==> config.mk <==
export PLATFORM = sky130hd
export DESIGN_NAME = imem_boot_fetch_ctrl
export DESIGN_NICKNAME = d
export VERILOG_FILES = /design/src/rtl/imem_boot_fetch_ctrl.sv
export SDC_FILE = /design/constraint.sdc
export NUM_CORES = 1
export LEC_CHECK = 0
export CAP_MARGIN = 15
export CORE_MARGIN = 10
export CORE_UTILIZATION = 45
export DETAILED_ROUTE_END_ITERATION = 16
export HOLD_SLACK_MARGIN = 0.15
export PLACE_DENSITY = 0.8
export SETUP_SLACK_MARGIN = 0.05
export SYNTH_ARGS = -nofsm -noshare
export SYNTH_HDL_FRONTEND = slang
export SYNTH_SLANG_ARGS = --single-unit
==> constraint.sdc <==
create_clock -name clk -period 3.7 [get_ports clk]
set_input_delay 1.11 -clock clk [delete_from_list [all_inputs] [get_ports clk]]
set_output_delay 1.11 -clock clk [all_outputs]
set_load 0.03 [all_outputs]
==> src/rtl/imem_boot_fetch_ctrl.sv <==
// Instruction-memory port owner: boot loader packs bytes into words and writes them; fetch stage drives PC reads into IF/ID.
// Latency: a word is written one cycle after its 4th byte; fetch is 1 cycle from PC to IF/ID.
// Backpressure: ld_ready only in LOAD (deasserted during WRITE); stall freezes PC and IF/ID; branch flushes IF/ID.
module imem_boot_fetch_ctrl #(
    parameter int ADDR_W      = 8,
    parameter int DATA_W      = 32,
    parameter int DEPTH_WORDS = 64
) (
    input  logic              clk,
    input  logic              rst_n,
    input  logic              run,
    input  logic              load_start,
    input  logic [6:0]        ld_words,
    input  logic              ld_valid,
    input  logic [7:0]        ld_byte,
    output logic              ld_ready,
    output logic              load_done,
    output logic              busy,
    output logic [ADDR_W-1:0] imem_addr,
    output logic              imem_we,
    output logic [DATA_W-1:0] imem_wdata,
    input  logic [DATA_W-1:0] imem_rdata,
    input  logic              stall,
    input  logic              branch_taken,
    input  logic [ADDR_W-1:0] branch_target,
    output logic [ADDR_W-1:0] if_pc,
    output logic [DATA_W-1:0] if_instr,
    output logic              if_valid
);

    localparam int WIDX_W = $clog2(DEPTH_WORDS);

    typedef enum logic [1:0] {
        S_HALT  = 2'd0,
        S_LOAD  = 2'd1,
        S_WRITE = 2'd2,
        S_FETCH = 2'd3
    } state_t;

    state_t              state;
    state_t              state_nxt;
    logic [ADDR_W-1:0]   pc;
    logic [WIDX_W-1:0]   widx;
    logic [WIDX_W-1:0]   last_idx;
    logic [WIDX_W-1:0]   last_idx_in;
    logic [1:0]          bcnt;
    logic [DATA_W-1:0]   word;
    logic                wr_last;
    logic                start_ok;

    assign wr_last  = (widx == last_idx);
    // load_start is only honoured when no load is already in progress
    assign start_ok = load_start && ((state == S_HALT) || (state == S_FETCH));

    // Word count of 0 or beyond the memory depth means "fill the whole memory"
    always_comb begin
        if ((ld_words == 7'd0) || (int'(ld_words) > DEPTH_WORDS)) begin
            last_idx_in = WIDX_W'(DEPTH_WORDS - 1);
        end else begin
            last_idx_in = WIDX_W'(ld_words - 7'd1);
        end
    end

    // State register
    always_ff @(posedge clk or negedge rst_n) begin
        if (!rst_n) begin
            state <= S_HALT;
        end else begin
            state <= state_nxt;
        end
    end

    // Next-state and memory-port / handshake outputs
    always_comb begin
        state_nxt  = state;
        ld_ready   = 1'b0;
        busy       = 1'b0;
        load_done  = 1'b0;
        imem_we    = 1'b0;
        imem_addr  = '0;
        imem_wdata = '0;
        case (state)
            S_HALT: begin
                if (load_start) begin
                    state_nxt = S_LOAD;
                end else if (run) begin
                    state_nxt = S_FETCH;
                end
            end
            S_LOAD: begin
                ld_ready = 1'b1;
                busy     = 1'b1;
                if (ld_valid && (bcnt == 2'd3)) begin
                    state_nxt = S_WRITE;
                end
            end
            S_WRITE: begin
                imem_we    = 1'b1;
                imem_addr  = ADDR_W'({widx, 2'b00});
                imem_wdata = word;
                if (wr_last) begin
                    load_done = 1'b1;
                    state_nxt = S_FETCH;
                end else begin
                    state_nxt = S_LOAD;
                end
            end
            S_FETCH: begin
                imem_addr = pc;
                if (load_start) begin
                    state_nxt = S_LOAD;
                end
            end
            default: state_nxt = S_HALT;
        endcase
    end

    // Loader datapath: word index, byte lane counter and word assembly
    always_ff @(posedge clk or negedge rst_n) begin
        if (!rst_n) begin
            widx     <= '0;
            last_idx <= '0;
            bcnt     <= 2'd0;
            word     <= '0;
        end else begin
            if (start_ok) begin
                widx     <= '0;
                bcnt     <= 2'd0;
                last_idx <= last_idx_in;
            end
            if ((state == S_LOAD) && ld_valid) begin
                word[{bcnt, 3'b000} +: 8] <= ld_byte;
                bcnt                      <= bcnt + 2'd1;
            end
            if ((state == S_WRITE) && !wr_last) begin
                widx <= widx + WIDX_W'(1);
            end
        end
    end

    // Fetch datapath: PC and IF/ID register; branch beats stall, load_start beats both
    always_ff @(posedge clk or negedge rst_n) begin
        if (!rst_n) begin
            pc       <= '0;
            if_pc    <= '0;
            if_instr <= '0;
            if_valid <= 1'b0;
        end else begin
            case (state)
                S_HALT: begin
                    if_valid <= 1'b0;
                    if (!load_start && run) begin
                        pc <= '0;
                    end
                end
                S_WRITE: begin
                    if_valid <= 1'b0;
                    if (wr_last) begin
                        pc <= '0;
                    end
                end
                S_FETCH: begin
                    if (load_start) begin
                        if_valid <= 1'b0;
                    end else if (branch_taken) begin
                        pc       <= {branch_target[ADDR_W-1:2], 2'b00};
                        if_valid <= 1'b0;
                    end else if (!stall) begin
                        if_instr <= imem_rdata;
                        if_pc    <= pc;
                        if_valid <= 1'b1;
                        pc       <= pc + ADDR_W'(4);
                    end
                end
                default: begin
                    if_valid <= 1'b0;
                end
            endcase
        end
    end

endmodule

==> results.json <==
{
  "status": "completed",
  "slew_headroom": 0.599,
  "start_kind": "flop",
  "reg2reg_depth": 6,
  "slowest_delay_ns": 0.69,
  "reg2reg_from": "state[1]",
  "cts_root_buf": "clkbuf_8",
  "power.leakage_nw": 2.70,
  "r2r_end": "word[20]",
  "ys_async_sr_fraction": 1.00,
  "fin_cells": 646,
  "crit_path_top_delay_cell": "clkdlybuf4s50_1",
  "hold_class": "flop to flop",
  "die_area_sq_mm": 0.0144,
  "htree_levels": 3,
  "yosysSeqAreaShare": 0.516,
  "synth_area_sq_mm": 0.00451,
  "yosys_warnings": 0,
  "seq_area_sq_mm": 0.00233,
  "critPathMaxFanout": 32,
  "synthCells": 369,
  "io_pins": 147,
  "fin_crit_sh": 0.898,
  "antenna_left": 0,
  "multiInputGateArea_sq_mm": 0.00203,
  "setup_viol": 0,
  "critPathArrivalTime_ns": 2.21,
  "cts.clk_slew.worst_paths_ns": 0.09,
  "drv_cap": 0,
  "numCtsBuffers": 9,
  "antenna_found_initial": 0,
  "drc_errors": 0,
  "endpoint_kind": "output pin",
  "drtIter0Drc": 166,
  "area_growth_syn_to_layout_pct": 37.8,
  "whs_path_depth": 1,
  "synthFlopType": "dfrtp_1",
  "die_w_microns": 120,
  "start_util": 0.462,
  "grt_max_degree": 94,
  "wl_per_cell_microns": 17.4,
  "cts.sink_count": 93,
  "rows": 36,
  "pwr_density_cell_mw_per_mm2": 712,
  "cts_tree": "yes",
  "fin_nets": 584,
  "diodes": 0,
  "place_congestion": 0.801,
  "finalSetupTns_ns": 0,
  "insertion_delay_ns": 0.37,
  "track_usage": 0.156,
  "grt_pass1_vias": 3449,
  "routed_wl_microns": 11300,
  "post_dp_cell_area_sq_mm": 0.00601,
  "critPathRequiredTime_ns": 2.59,
  "fmax_mhz": 301,
  "grt_setup_unrepaired": "false",
  "critPathKind": "flop to output pin",
  "stdcell_area_sq_mm": 0.00622,
  "fin_crit_ns": 3.32,
  "drive_gt1_frac": 0.136,
  "port-buffer-count": 140,
  "post_cts_buffers": 0,
  "grt_pass1_wl_microns": 18000,
  "min_from": "if_instr[11]",
  "die_y_microns": 120,
  "dp_hpwl_microns": 8720,
  "core_area_sq_mm": 0.00977,
  "crit_chain": "inv_1 -> ha_1 -> buf_4 -> and2_1 -> clkdlybuf4s50_1",
  "max-vdd-ir-drop_uv": 308,
  "cts_resized": 0,
  "postSynthAreaPerCell_sq_um": 12.2,
  "drv_slew": 0,
  "dr.pass1.iters": 4,
  "hold_buffers": 0,
  "grt.overflow.total": 0,
  "yosys.cell_types.count": 47,
  "synth_edf_count": 0,
  "clk_path_buf_depth": 2,
  "n_fill_cell": 798,
  "reg2reg_setup_slack_ns": 1.54,
  "finalClockSkew_ns": 0.00911,
  "min_to": "if_instr[11]",
  "vias": 3342,
  "layout_commonest_cell": "clkdlybuf4s50_1",
  "avgViaCountPerCell": 5.17,
  "place_inst": 630,
  "ys_ff_latch": 93,
  "finalHoldViolations": 0,
  "final_cell_mix": "clkdlybuf4s50_1, dfrtp_1, a22o_1",
  "tightest_slew_ns": 0.601
}
critical path, delay by kind of cell (launching register included):
kind / cells / cell delay, ns
buffers and inverters: 3 / 1.05
adder cells (fa/ha/maj): 1 / 0.17
AND/OR/NAND/NOR: 1 / 0.19
flip-flops: 1 / 0.43
worst max-delay path by stage:
| stage | from | endpoint | slack [ns] | cells after the start |
|---|---|---|---|---|
| floorplan | state[0] | imem_wdata[31] | 0.83 | 5 |
| global placement | load_start | widx[3] | 0.77 | 4 |
| detailed placement | load_start | widx[2] | 0.71 | 4 |
| CTS | state[0] | imem_wdata[2] | 0.34 | 5 |
| global route | widx[3] | load_done | 0.18 | 5 |
| finish | state[0] | imem_wdata[9] | 0.38 | 5 |
registers in the layout, summed over array words and instances (netlist names):
| signal | cells |
|---|---|
| state | 2 |
| bcnt | 2 |
| if_instr | 32 |
| if_pc | 6 |
| widx | 6 |
| last_idx | 6 |
| word | 32 |
| pc | 6 |
| if_valid | 1 |
where the power goes:
part	leakage, nW	switching, mW	internal [mW]	total (mW)
registers	1.19	0.260	1.41	1.67
logic	1.41	1.13	0.926	2.06
clock network	0.0955	0.375	0.322	0.697
cells by family after synthesis:
| kind of cell | share of synthesized area |
|---|---|
| AOI/OAI and AO/OA | 0.130 |
| xor gates and xnor gates | 0.0266 |
| adders and majority gates | 0.0388 |
| buffers and inverters | 0.0385 |
| DFF | 0.516 |
| muxes | 0.102 |
| other | 0.000831 |
| and+or+nand+nor | 0.148 |
synthesized netlist by cell type (all sizes together) (4+ instances only):
cell	count	area, sq um
a22o	41	363
nor2	17	63.8
xnor2	10	103
nor3	8	40.0
dfrtp	93	2330
clkbuf	5	18.8
and3	4	27.5
buf	14	116
nand3	11	60.1
ha	14	175
nand2	13	76.3
a21oi	13	65.1
inv	8	30.0
and2	35	219
mux2	39	439
o21ai	12	63.8
metrics by stage:
step | utilization | worst slack (ns) | power (mW) | hold slack [ns]
final | 0.636 | 0.377 | 4.43 | 0.490
after global routing | 0.636 | 0.181 | 4.69 | 0.518
after CTS | 0.636 | 0.343 | 4.48 | 0.495
after detailed placement | 0.615 | 0.709 | 3.78 | 0.475
after global placement | 0.615 | 0.774 | 3.69 | 0.467
after floorplan | - | 0.830 | 2.99 | 0.464
metal layers:
layer | GRT usage | vias to the layer above | part of all wire
li1 | - | 1595 | -
met1 | 0.186 | 1620 | 0.43
met2 | 0.264 | 116 | 0.50
met3 | 0.0422 | 11 | 0.066
met4 | 0.0543 | 0 | 0.013
met5 | 0 | - | 0
final cells by class:
cell class / count / share of cell area
inverter: 8 / 0.00483
sequential: 93 / 0.374
clock inverter: 7 / 0.0135
clock buffer: 9 / 0.0199
multi-input combinational: 251 / 0.326
timing repair buffer: 145 / 0.235
tap: 133 / 0.0267
No activity file was read; power rests on OpenSTA's default activity.
